`src/rtl/rst_sequencer.sv`:
```
// Reset sequencer: waits for clock lock, stretches reset, then releases NUM_CH domains in turn.
// Optional macro RST_SEQ_DEBOUNCE_EN adds a push-button debouncer in front of the abort logic.
//
//   state   | meaning
//   --------+------------------------------------------------------------
//   HOLD    | all domains in reset, waiting for lock and no button event
//   STRETCH | lock seen, holding all resets for STRETCH_CYCLES
//   RELEASE | releasing domains 0..idx, one every STAGGER_CYCLES
//   RUN     | all domains released, ready asserted
module rst_sequencer #(
  parameter int NUM_CH          = 4,
  parameter int STRETCH_CYCLES  = 1024,
  parameter int STAGGER_CYCLES  = 16,
  parameter int DEBOUNCE_CYCLES = 65000
) (
  input  logic              clk,
  input  logic              rst,
  input  logic              locked,
  input  logic              btn,
  output logic [NUM_CH-1:0] rst_out,
  output logic              ready,
  output logic [1:0]        state_dbg
);

  localparam int MAX_SS  = (STRETCH_CYCLES > STAGGER_CYCLES) ? STRETCH_CYCLES : STAGGER_CYCLES;
  localparam int CNT_MAX = (MAX_SS > DEBOUNCE_CYCLES) ? MAX_SS : DEBOUNCE_CYCLES;
  localparam int CW      = $clog2(CNT_MAX + 1);
  localparam int IW      = (NUM_CH > 1) ? $clog2(NUM_CH) : 1;

  typedef enum logic [1:0] {
    HOLD    = 2'd0,
    STRETCH = 2'd1,
    RELEASE = 2'd2,
    RUN     = 2'd3
  } state_t;

  state_t            state, state_nxt;
  logic [CW-1:0]     cnt, cnt_nxt;
  logic [IW-1:0]     idx, idx_nxt;
  logic [NUM_CH-1:0] rst_out_nxt;
  logic              ready_nxt;

  logic [1:0] lock_sync, btn_sync;
  logic       locked_s, btn_s;
  logic       db_level, db_prev, btn_ev, abort;

  always_ff @(posedge clk) begin
    if (rst) begin
      lock_sync <= 2'b00;
      btn_sync  <= 2'b00;
    end else begin
      lock_sync <= {lock_sync[0], locked};
      btn_sync  <= {btn_sync[0], btn};
    end
  end

  assign locked_s = lock_sync[1];
  assign btn_s    = btn_sync[1];

`ifdef RST_SEQ_DEBOUNCE_EN
  logic [CW-1:0] db_cnt;

  // Level follows btn_s only after an unbroken run of disagreement; any agreement restarts the run.
  always_ff @(posedge clk) begin
    if (rst) begin
      db_cnt   <= '0;
      db_level <= 1'b0;
    end else if (btn_s != db_level) begin
      if (db_cnt == CW'(DEBOUNCE_CYCLES - 1)) begin
        db_level <= btn_s;
        db_cnt   <= '0;
      end else begin
        db_cnt <= db_cnt + CW'(1);
      end
    end else begin
      db_cnt <= '0;
    end
  end
`else
  assign db_level = btn_s;
`endif

  always_ff @(posedge clk) begin
    if (rst) db_prev <= 1'b0;
    else     db_prev <= db_level;
  end

  assign btn_ev = db_level & ~db_prev;
  assign abort  = ~locked_s | btn_ev;

  always_ff @(posedge clk) begin
    if (rst) begin
      state   <= HOLD;
      cnt     <= '0;
      idx     <= '0;
      rst_out <= '1;
      ready   <= 1'b0;
    end else begin
      state   <= state_nxt;
      cnt     <= cnt_nxt;
      idx     <= idx_nxt;
      rst_out <= rst_out_nxt;
      ready   <= ready_nxt;
    end
  end

  always_comb begin
    state_nxt = state;
    cnt_nxt   = cnt;
    idx_nxt   = idx;
    if (abort) begin
      state_nxt = HOLD;
      cnt_nxt   = '0;
      idx_nxt   = '0;
    end else begin
      case (state)
        HOLD: begin
          state_nxt = STRETCH;
          cnt_nxt   = '0;
          idx_nxt   = '0;
        end
        STRETCH: begin
          if (cnt == CW'(STRETCH_CYCLES - 1)) begin
            state_nxt = RELEASE;
            cnt_nxt   = '0;
            idx_nxt   = '0;
          end else begin
            cnt_nxt = cnt + CW'(1);
          end
        end
        RELEASE: begin
          if (cnt == CW'(STAGGER_CYCLES - 1)) begin
            cnt_nxt = '0;
            if (idx == IW'(NUM_CH - 1)) state_nxt = RUN;
            else                        idx_nxt   = idx + IW'(1);
          end else begin
            cnt_nxt = cnt + CW'(1);
          end
        end
        RUN: begin
          cnt_nxt = '0;
        end
        default: begin
          state_nxt = HOLD;
          cnt_nxt   = '0;
          idx_nxt   = '0;
        end
      endcase
    end
  end

  // Outputs are decoded from the next state so the registered copies line up with state.
  always_comb begin
    rst_out_nxt = '1;
    ready_nxt   = 1'b0;
    case (state_nxt)
      RELEASE: begin
        for (int k = 0; k < NUM_CH; k++) begin
          if (IW'(k) <= idx_nxt) rst_out_nxt[k] = 1'b0;
        end
      end
      RUN: begin
        rst_out_nxt = '0;
        ready_nxt   = 1'b1;
      end
      default: begin
        rst_out_nxt = '1;
        ready_nxt   = 1'b0;
      end
    endcase
  end

  assign state_dbg = state;

endmodule

```
`config.mk`:
```
export PLATFORM = sky130hd
export DESIGN_NAME = rst_sequencer
export DESIGN_NICKNAME = d
export VERILOG_FILES = /design/src/rtl/rst_sequencer.sv
export SDC_FILE = /design/constraint.sdc
export NUM_CORES = 1
export LEC_CHECK = 0
export BUFFER_PORTS_ARGS = -buffer_cell sky130_fd_sc_hd__buf_2
export CORE_ASPECT_RATIO = 1.75
export CORE_MARGIN = 10
export CORE_UTILIZATION = 33
export DETAILED_ROUTE_END_ITERATION = 6
export PLACE_DENSITY_LB_ADDON = 0.12
export SYNTH_ARGS = -nofsm -noshare
export SYNTH_HDL_FRONTEND = slang
export SYNTH_SLANG_ARGS = --single-unit
export TNS_END_PERCENT = 50
```
`constraint.sdc`:
```
create_clock -name clk -period 2.6 [get_ports clk]
set_input_delay 0.52 -clock clk [delete_from_list [all_inputs] [get_ports clk]]
set_output_delay 0.52 -clock clk [all_outputs]
set_load 0.01 [all_outputs]
```
==> flow_summary.json <==
{
  "ys.flop_type": "dfxtp_1",
  "setup_viol": 0,
  "ys_async_sr_fraction_pct": 0,
  "synthSimpleGateAreaFrac_pct": 31.5,
  "end_kind": "register",
  "htreeDepth": 2,
  "syn_area_sq_mm": 0.00131,
  "path_class": "register to register",
  "worst_pin_slew_ns": 0.577,
  "hold_viol": 0,
  "synth_common_cells": "30 x dfxtp_1, 15 x nor2_1, 8 x nand3_1, 8 x nor2_4, 8 x xnor2_1",
  "grt_pass1_vias": 988,
  "ff2ff_setup_slack_ns": 0.56,
  "max-slew-margin-rel_pct": 61.5,
  "finalSetupTns_ns": 0,
  "port_buffers": 10,
  "cts.sinks": 30,
  "cts_tree": "done",
  "power_leakage_nw": 0.444,
  "power_density_mw_per_mm2": 627,
  "first_pass_iters": 4,
  "muxShareOfSynthArea_pct": 0.763,
  "rsz0062_at_grt": "false",
  "fin_crit_ns": 2.04,
  "cts_root_buf": "clkbuf_8",
  "ir_drop_uv": 333,
  "die_area_sq_mm": 0.00700,
  "ctsResizeCount": 0,
  "place.gp.congestion": 0.745,
  "avgSynthCellArea_sq_um": 9.38,
  "crit_fanout": 16,
  "synth.most_common_cell": "dfxtp_1",
  "grt_max_degree": 17,
  "ios": 11,
  "grt_pass1_wl_microns": 4130,
  "fill_cells": 394,
  "coreArea_sq_mm": 0.00387,
  "drcViolationCount": 0,
  "clkTransAtPathRegs_ns": 0.07,
  "grt.total_usage_pct": 7.85,
  "antenna_found_initial": 0,
  "crit_start": "cnt[0]$_SDFF_PP0_",
  "hold_buffers": 0,
  "synth_adder_area_share_pct": 0.953,
  "final_nets": 155,
  "drt-vias-per-instance": 4.95,
  "hold_class": "register to register",
  "place_ws_ns": 0.568,
  "post-cts-setup-buffer-count": 0,
  "cp_data_required_time_ns": 2.74,
  "layout_setup_ws_ns": 0.562,
  "max_freq_mhz": 491,
  "synth_compound_area_share_pct": 5.82,
  "synth_nets": 145,
  "fp.dieW_microns": 67.7,
  "status": "complete, no violations",
  "initial_core_util_pct": 33.9,
  "wire_per_inst_microns": 11.8,
  "vias": 985,
  "reg2reg_from": "cnt[0]$_SDFF_PP0_",
  "synth_area_leaders": "dfxtp_1 46%, nor2_4 6.9%, xnor2_1 5.3%, nor2_1 4.3%, xor2_1 4.0%",
  "hpwlAfterDp_microns": 1800,
  "drive_above_1_share_pct": 21.2,
  "cts_buffers": 5,
  "synth_warnings": 0,
  "ys_types": 34,
  "start_kind": "register",
  "drt_iter0_markers": 45,
  "ys_ff_latch": 30,
  "worstPathArrival_ns": 2.18,
  "synth_top_area_share_pct": 45.8,
  "areaGrowthSynthToFinish_pct": 12.8,
  "rows": 30,
  "clockBufferDepth": 2,
  "ys_seq_area_share_pct": 45.8,
  "synth_cells": 140,
  "synth_xor_area_share_pct": 9.34,
  "final-max-slew-violation-count": 0,
  "ant_nets": 0,
  "routed_wl_microns": 2360,
  "overflow": 0,
  "clock_skew_ns": 0.00639,
  "clk-insertion-delay-late_ns": 0.28,
  "cap_violations": 0,
  "die_h_microns": 103,
  "synth_edf_count": 0,
  "synth_top_family_by_area": "simple AND/OR/NAND/NOR gates",
  "hp-start": "btn_sync[1]$_SDFF_PP0_",
  "synth_top_area_cell": "dfxtp_1",
  "diodes": 0,
  "fin_crit_sh_pct": 78.4
}
==> power breakdown <==
| part | switching (mW) | internal [mW] | leakage, nW |
|---|---|---|---|
| logic | 0.00480 | 0.00467 | 0.143 |
| clock network | 0.172 | 0.282 | 0.0579 |
| registers | 0.00160 | 0.463 | 0.243 |
| total | 0.178 | 0.749 | 0.444 |
==> path summary, 6_finish.rpt <==
kind / end / cells past startpoint
hold / removal: db_prev$_SDFF_PP0_ / 2
hold reg to reg: db_prev$_SDFF_PP0_ / 2
setup reg to reg: cnt[6]$_SDFF_PP0_ / 6
setup / recovery: cnt[6]$_SDFF_PP0_ / 6
==> metrics by stage <==
step / hold WS, ns / utilization (%) / total power, mW / instances / area, sq um
2_1_floorplan: 0.407 / - / 0.481 / 140 / 1310
3_5_place_dp: 0.423 / 35.5 / 0.485 / 191 / 1370
4_1_cts: 0.433 / 38.3 / 0.947 / 199 / 1480
3_3_place_gp: 0.415 / 35.5 / 0.484 / 191 / 1370
5_1_grt: 0.458 / 38.3 / 0.968 / 199 / 1480
6_report: 0.432 / 38.3 / 0.928 / 199 / 1480
==> layer usage <==
layer | global-route usage (%) | share of wire (%)
met5 | 0 | 0
met3 | 3.13 | 5.4
met1 | 7.20 | 38
met4 | 5.71 | 2.5
met2 | 13.4 | 54
==> worst max-delay path, cell delays in order, from the launching register on <==
cell and delay [ns]:
dfxtp_1 0.39, ha_1 0.19, and3_1 0.34, and4_4 0.28, or3_1 0.10, a21o_2 0.50, nor2_1 0.11
==> cells by family (layout without fill, tap and decap cells) <==
| kind of cell | count (synthesis) | after routing |
|---|---|---|
| xor gates and xnor gates | 14 | 14 |
| buffers and inverters | 14 | 25 |
| DFF | 30 | 30 |
| muxes | 1 | 1 |
| adders and majority gates | 1 | 1 |
| and+or+nand+nor | 67 | 67 |
| AOI/OAI and AO/OA | 13 | 13 |
==> area by class of cell <==
| class | count | area, sq um | area share (%) |
|---|---|---|---|
| clock buffer | 5 | 68.8 | 4.65 |
| clock inverter | 3 | 40.0 | 2.70 |
| inverter | 7 | 26.3 | 1.78 |
| multi-input combinational | 96 | 634 | 42.9 |
| sequential | 30 | 601 | 40.6 |
| tap | 48 | 60.1 | 4.06 |
| timing repair buffer | 10 | 50.0 | 3.38 |
==> sequential cells by signal (all words and copies together), names as in the netlist <==
register / flops
lock_sync: 2
idx: 2
cnt: 16
db_prev: 1
rst_out: 4
state_dbg: 2
btn_sync: 2
ready: 1
==> layout by cell type (no fill, tap or decap), drive strengths merged, types with 2 or more instances in the layout <==
master  Yosys  final
a21oi       3      3
a31oi       2      2
and4        3      3
buf         3     10
clkbuf      4      5
clkinv      0      2
dfxtp      30     30
inv         7      7
nand2       6      6
nand3       8      8
nand4       5      5
nor2       25     25
nor2b       5      5
nor3        4      4
nor4        5      5
o21ai       4      4
o22ai       2      2
or2         2      2
xnor2       8      8
xor2        6      6
Note: power is estimated with default switching activity, not from simulation.
